[config.mk]
export PLATFORM = sky130hd
export DESIGN_NAME = gray_cnt_src_flat
export DESIGN_NICKNAME = d
export VERILOG_FILES = /design/src/rtl/gray_pkg.sv /design/src/rtl/gray_cnt_src_if.sv /design/src/rtl/gray_cnt_src.sv /design/src/flat_wrapper.sv
export SDC_FILE = /design/constraint.sdc
export NUM_CORES = 1
export LEC_CHECK = 0
export ABC_AREA = 1
export BUFFER_PORTS_ARGS = -buffer_cell sky130_fd_sc_hd__buf_2
export CORE_MARGIN = 2
export CORE_UTILIZATION = 40
export CTS_CLUSTER_SIZE = 24
export DETAILED_ROUTE_END_ITERATION = 8
export HOLD_SLACK_MARGIN = 0.15
export PLACE_DENSITY = 0.66
export SYNTH_ARGS = -nofsm -noshare
export SYNTH_HDL_FRONTEND = slang
export SYNTH_SLANG_ARGS = --single-unit
export TNS_END_PERCENT = 10
[constraint.sdc]
create_clock -name clk -period 1.9 [get_ports clk]
set_clock_uncertainty 0.05 [all_clocks]
set_input_delay 0.19 -clock clk [delete_from_list [all_inputs] [get_ports clk]]
set_output_delay 0.19 -clock clk [all_outputs]
set_load 0.02 [all_outputs]
[src/rtl/gray_pkg.sv]
// gray_pkg: shared Gray-code helpers for the Gray counter source and the
// downstream Gray-to-binary converter.
//   DEFAULT_GRAY_WIDTH : default counter / Gray bus width
//   GRAY_FN_W          : width the helper functions operate on; callers
//                        zero-extend narrower values and truncate results
//   bin2gray(b)        : b ^ (b >> 1)
//   gray2bin(g)        : prefix XOR running down from the MSB
package gray_pkg;

  localparam int DEFAULT_GRAY_WIDTH = 4;
  localparam int GRAY_FN_W          = 32;

  function automatic logic [GRAY_FN_W-1:0] bin2gray(input logic [GRAY_FN_W-1:0] b);
    return b ^ (b >> 1);
  endfunction

  // Zero upper bits of a zero-extended input stay zero, so narrow codes
  // convert correctly in the low bits.
  function automatic logic [GRAY_FN_W-1:0] gray2bin(input logic [GRAY_FN_W-1:0] g);
    logic [GRAY_FN_W-1:0] b;
    b[GRAY_FN_W-1] = g[GRAY_FN_W-1];
    for (int i = GRAY_FN_W-2; i >= 0; i--) b[i] = b[i+1] ^ g[i];
    return b;
  endfunction

endpackage

[src/rtl/gray_cnt_src_if.sv]
// gray_cnt_src_if: control and output handshake bundle of the Gray counter.
//   master : counter side (drives gray, out_valid, stall, tc)
//   slave  : upstream/downstream side (drives en, up_dn, load, load_bin,
//            out_ready)
// Optional macro GRAY_CNT_SRC_PARITY_EN adds gray_par and step_err.
interface gray_cnt_src_if #(parameter int WIDTH = 4);

  logic             en;
  logic             up_dn;
  logic             load;
  logic [WIDTH-1:0] load_bin;
  logic             out_ready;
  logic [WIDTH-1:0] gray;
  logic             out_valid;
  logic             stall;
  logic             tc;
`ifdef GRAY_CNT_SRC_PARITY_EN
  logic             gray_par;
  logic             step_err;

  modport master (input  en, up_dn, load, load_bin, out_ready,
                  output gray, out_valid, stall, tc, gray_par, step_err);
  modport slave  (output en, up_dn, load, load_bin, out_ready,
                  input  gray, out_valid, stall, tc, gray_par, step_err);
`else
  modport master (input  en, up_dn, load, load_bin, out_ready,
                  output gray, out_valid, stall, tc);
  modport slave  (output en, up_dn, load, load_bin, out_ready,
                  input  gray, out_valid, stall, tc);
`endif

endinterface

[src/rtl/gray_cnt_src.sv]
// gray_cnt_src: registered Gray-code up/down counter with binary load and a
// valid/ready output handshake. Exactly one gray bit changes per step so the
// bus can be sampled from another clock domain.
//   clk   : rising-edge clock
//   rst_n : asynchronous active-low reset
//   io    : gray_cnt_src_if.master (en, up_dn, load, load_bin, out_ready in;
//           gray, out_valid, stall, tc out)
// Parameters: WIDTH (>= 2), WRAP (1 = modulo wrap, 0 = saturate).
// Optional macro GRAY_CNT_SRC_PARITY_EN adds registered gray_par (XOR of
// gray) and sticky step_err (an accepted step changed != 1 gray bit).
module gray_cnt_src
  import gray_pkg::*;
#(
  parameter int WIDTH = DEFAULT_GRAY_WIDTH,
  parameter int WRAP  = 1
) (
  input  logic           clk,
  input  logic           rst_n,
  gray_cnt_src_if.master io
);

  logic [WIDTH-1:0] bin_q, gray_q;
  logic             out_valid_q;
  logic [WIDTH-1:0] bin_step, gray_step, gray_load;
  logic             free, tc_w, step_ok, do_step;

  assign tc_w    = io.up_dn ? (bin_q == '1) : (bin_q == '0);
  assign free    = ~out_valid_q | io.out_ready;
  // Saturating build: a step off the end is simply not a step.
  assign step_ok = (WRAP != 0) ? 1'b1 : ~tc_w;
  assign do_step = io.en & free & step_ok;

  assign bin_step  = io.up_dn ? bin_q + WIDTH'(1) : bin_q - WIDTH'(1);
  assign gray_step = WIDTH'(bin2gray(GRAY_FN_W'(bin_step)));
  assign gray_load = WIDTH'(bin2gray(GRAY_FN_W'(io.load_bin)));

  always_ff @(posedge clk or negedge rst_n) begin
    if (!rst_n) begin
      bin_q       <= '0;
      gray_q      <= '0;
      out_valid_q <= 1'b0;
    end else if (io.load) begin
      // Load wins even when stalled; a pending word is dropped.
      bin_q       <= io.load_bin;
      gray_q      <= gray_load;
      out_valid_q <= 1'b1;
    end else if (do_step) begin
      bin_q       <= bin_step;
      gray_q      <= gray_step;
      out_valid_q <= 1'b1;
    end else if (out_valid_q & io.out_ready) begin
      out_valid_q <= 1'b0;
    end
  end

`ifdef GRAY_CNT_SRC_PARITY_EN
  logic gray_par_q, step_err_q;

  always_ff @(posedge clk or negedge rst_n) begin
    if (!rst_n) begin
      gray_par_q <= 1'b0;
      step_err_q <= 1'b0;
    end else if (io.load) begin
      gray_par_q <= ^gray_load;
    end else if (do_step) begin
      gray_par_q <= ^gray_step;
      if ($countones(gray_q ^ gray_step) != 1) step_err_q <= 1'b1;
    end
  end

  assign io.gray_par = gray_par_q;
  assign io.step_err = step_err_q;
`endif

  assign io.gray      = gray_q;
  assign io.out_valid = out_valid_q;
  assign io.stall     = out_valid_q & ~io.out_ready;
  assign io.tc        = tc_w;

endmodule

[src/flat_wrapper.sv]
// flat-port wrapper written by rule: the top's interface ports become plain ports
module gray_cnt_src_flat import gray_pkg::*;
#(
  parameter int WIDTH = DEFAULT_GRAY_WIDTH,
  parameter int WRAP  = 1
)
  (clk, rst_n, io_en, io_up_dn, io_load, io_load_bin, io_out_ready, io_gray, io_out_valid, io_stall, io_tc);
  gray_cnt_src_if #(.WIDTH(WIDTH)) io_i ();
  input  logic clk;
  input  logic rst_n;
  input wire logic [$bits(io_i.en)-1:0] io_en;
  input wire logic [$bits(io_i.up_dn)-1:0] io_up_dn;
  input wire logic [$bits(io_i.load)-1:0] io_load;
  input wire logic [$bits(io_i.load_bin)-1:0] io_load_bin;
  input wire logic [$bits(io_i.out_ready)-1:0] io_out_ready;
  output wire logic [$bits(io_i.gray)-1:0] io_gray;
  output wire logic [$bits(io_i.out_valid)-1:0] io_out_valid;
  output wire logic [$bits(io_i.stall)-1:0] io_stall;
  output wire logic [$bits(io_i.tc)-1:0] io_tc;
  assign io_i.en = io_en;
  assign io_i.up_dn = io_up_dn;
  assign io_i.load = io_load;
  assign io_i.load_bin = io_load_bin;
  assign io_i.out_ready = io_out_ready;
  assign io_gray = io_i.gray;
  assign io_out_valid = io_i.out_valid;
  assign io_stall = io_i.stall;
  assign io_tc = io_i.tc;
  gray_cnt_src #(.WIDTH(WIDTH), .WRAP(WRAP)) u_core (.clk(clk), .rst_n(rst_n), .io(io_i));
endmodule
==> flow_summary.ini <==
[synth]
avgSynthCellArea_um2 = 7.36
ys_warn_count = 0
synth_cell_type_count = 27
synth_edf_count = 0
yosysSeqAreaShare_pct = 32.0
synth.area.top_cells = dfrtp_1, nand2_1, nand3_1, ha_1, nand2_2
yosys.area.top_type = dfrtp_1
synthesis.nets = 98
syn_inst = 85
netlist_area_um2 = 626
async_flop_share_pct = 100
ys_ff_latch = 8
synth.most_common_cell = nand2_1
yosysTopAreaCellShare_pct = 32.0
synth_flop_cell = dfrtp_1
synth_common_cells = nand2_1, nand3_1, dfrtp_1

[clocking]
hold_buffers = 2
cts-root-buf = clkbuf_4
clk_latency_ps = 260
path_clk_slew_ps = 60
postCtsResizedCells = 0
h-tree-depth = 1
cts_tree = yes
clockBufferDepth = 2
cts_num_sinks = 8
numCtsBuffers = 3
postCtsSetupBuffers = 0

[critical_path]
cp.required_ps = 2050
crit_family = flip-flops
max_stage_delay_ps = 450
crit_buf_inv = 1
slowest_stage = dfrtp_1
critPathArrivalTime_ps = 1820
path_cells = fa_1 > xnor2_1 > nand2_1 > nand2_1 > inv_2 > nand2_1 > nand3_1 > nand2_1
cp_max_fo = 7
worstSetupStartpointType = flop
worstSetupEndpointType = flop
critPathMostFrequentCell = nand2_1
critical_path_class = flop to flop

[cells_and_area]
area_growth_pct = 19.8
post_route_cells_drive_above_1_share_pct = 32.7
fin_cells = 120
finalInstanceArea_um2 = 749
fin_nets = 119
num_antenna_cells = 0

[global_routing]
grt_pass1_wl_um = 2260
globalRouteTotalUtil_pct = 15.4
globalRoute.totalOverflow = 0
antenna_found_initial = 0
grt_max_degree = 10
grt_pass1_vias = 572

[timing]
fmax_mhz = 599
finalSetupViolations = 0
hold_violations = 0
drv_slew = 0
min_period_ps = 1670
rsz0062_at_grt = false
timing.final.crit_share_pct = 87.8
tightest_slew_ps = 251
slew_headroom_pct = 83.0
postLayoutSetupSlackWorst_ps = 232
finalSetupTns_ps = 0
holdWs_ps = 212

[detailed_routing]
wirelength_um = 1310
routedWlPerCell_um = 10.9
num_vias = 624
drtAntennaViolNets = 0
post_drt_via_cell_ratio = 5.20
first_pass_iters = 4
drc = 0
drt-initial-drc-count = 17

[floorplan]
die_y_um = 43.5
dieWidth_um = 43.5
start_util_pct = 42.0
pin_count = 17
row_count = 14
die-area_um2 = 1900
fp.coreArea_um2 = 1490

[place]
hpwl_um = 1020
gp_congestion = 0.818
place_ws_ps = 238
dpl_cell_area_um2 = 707
placedCellCount = 115
port_buffers = 16

[pwr]
leakage_nw = 0.398
power_density_nw_per_um2 = 917
vdd_ir_drop_max_v = 0.000332

[run_status]
status = completed

[worst_hold_path]
hold_path_class = input port to flop

[run]
maxCapViolations = 0
power by group:
part / switching, W / internal [W] / total, W
registers: 0.0000364 / 0.000207 / 0.000243
clock network: 0.0000622 / 0.0000726 / 0.000135
logic: 0.000188 / 0.000121 / 0.000309
total: 0.000286 / 0.000401 / 0.000687
worst paths after layout:
path                       slack (ps)  cells after the start                end         startpoint
setup reg to reg                  230                      8  u_core.io.gray[2]    u_core.bin_q[0]
setup / recovery                  230                      8  u_core.io.gray[2]    u_core.bin_q[0]
min in group asynchronous         250                      2    u_core.bin_q[3]              rst_n
max in group asynchronous        1370                      2    u_core.bin_q[1]              rst_n
hold / removal                    210                      3    u_core.bin_q[3]     io_load_bin[3]
hold reg to reg                   440                      2  u_core.io.gray[2]  u_core.io.gray[2]
layout make-up:
class	count	area [µm²]
clock buffers	3	22.5
fillers	138	739
inverters	10	42.5
multi-input cells	65	364
flip-flops and latches	8	200
well taps	16	20.0
repair buffers	18	100
metal layers:
layer  global-route usage (%)  routed length [µm]  up-vias
met5                        0                   0        -
met4                     3.64                   6        0
met3                     3.75                  95        2
met2                     26.5                 635       25
met1                     19.4                 569      281
li1                         -                   -      316
metrics by stage:
step                util (%)  total power (W)
floorplan                  -         0.000477
global route            50.3         0.000741
detailed placement      47.5         0.000553
CTS                     50.3         0.000690
finish                  50.3         0.000687
global placement        47.5         0.000545
flip-flops by register name, summed over array words and instances, names as in the netlist:
signal / cells
u_core.bin_q: 4
u_core.io.gray: 3
u_core.io.out_valid: 1
cell usage in the layout, fill, tap and decap left out, types with 2 or more instances in the layout:
master,count
nand2_1,21
buf_2,16
nand3_1,9
dfrtp_1,8
inv_1,6
nor2_1,6
o21ai_0,5
nand2_2,4
inv_2,3
o21ai_1,3
clkbuf_4,3
a21oi_1,2
ha_1,2
dlygate4sd3_1,2
tightest hold or removal path: stages:
cell and delay (ps):
buf_2 110, o22ai_1 80, nor2_1 100
cell families after synthesis:
group | Yosys count | share of synthesized area (%)
buffers and inverters | 12 | 9.80
adders and majority gates | 3 | 7.20
and+or+nand+nor | 48 | 37.8
xor gates and xnor gates | 1 | 1.40
DFF | 8 | 32.0
AOI/OAI and AO/OA | 13 | 11.8
Note: power is estimated with default switching activity, not from simulation.
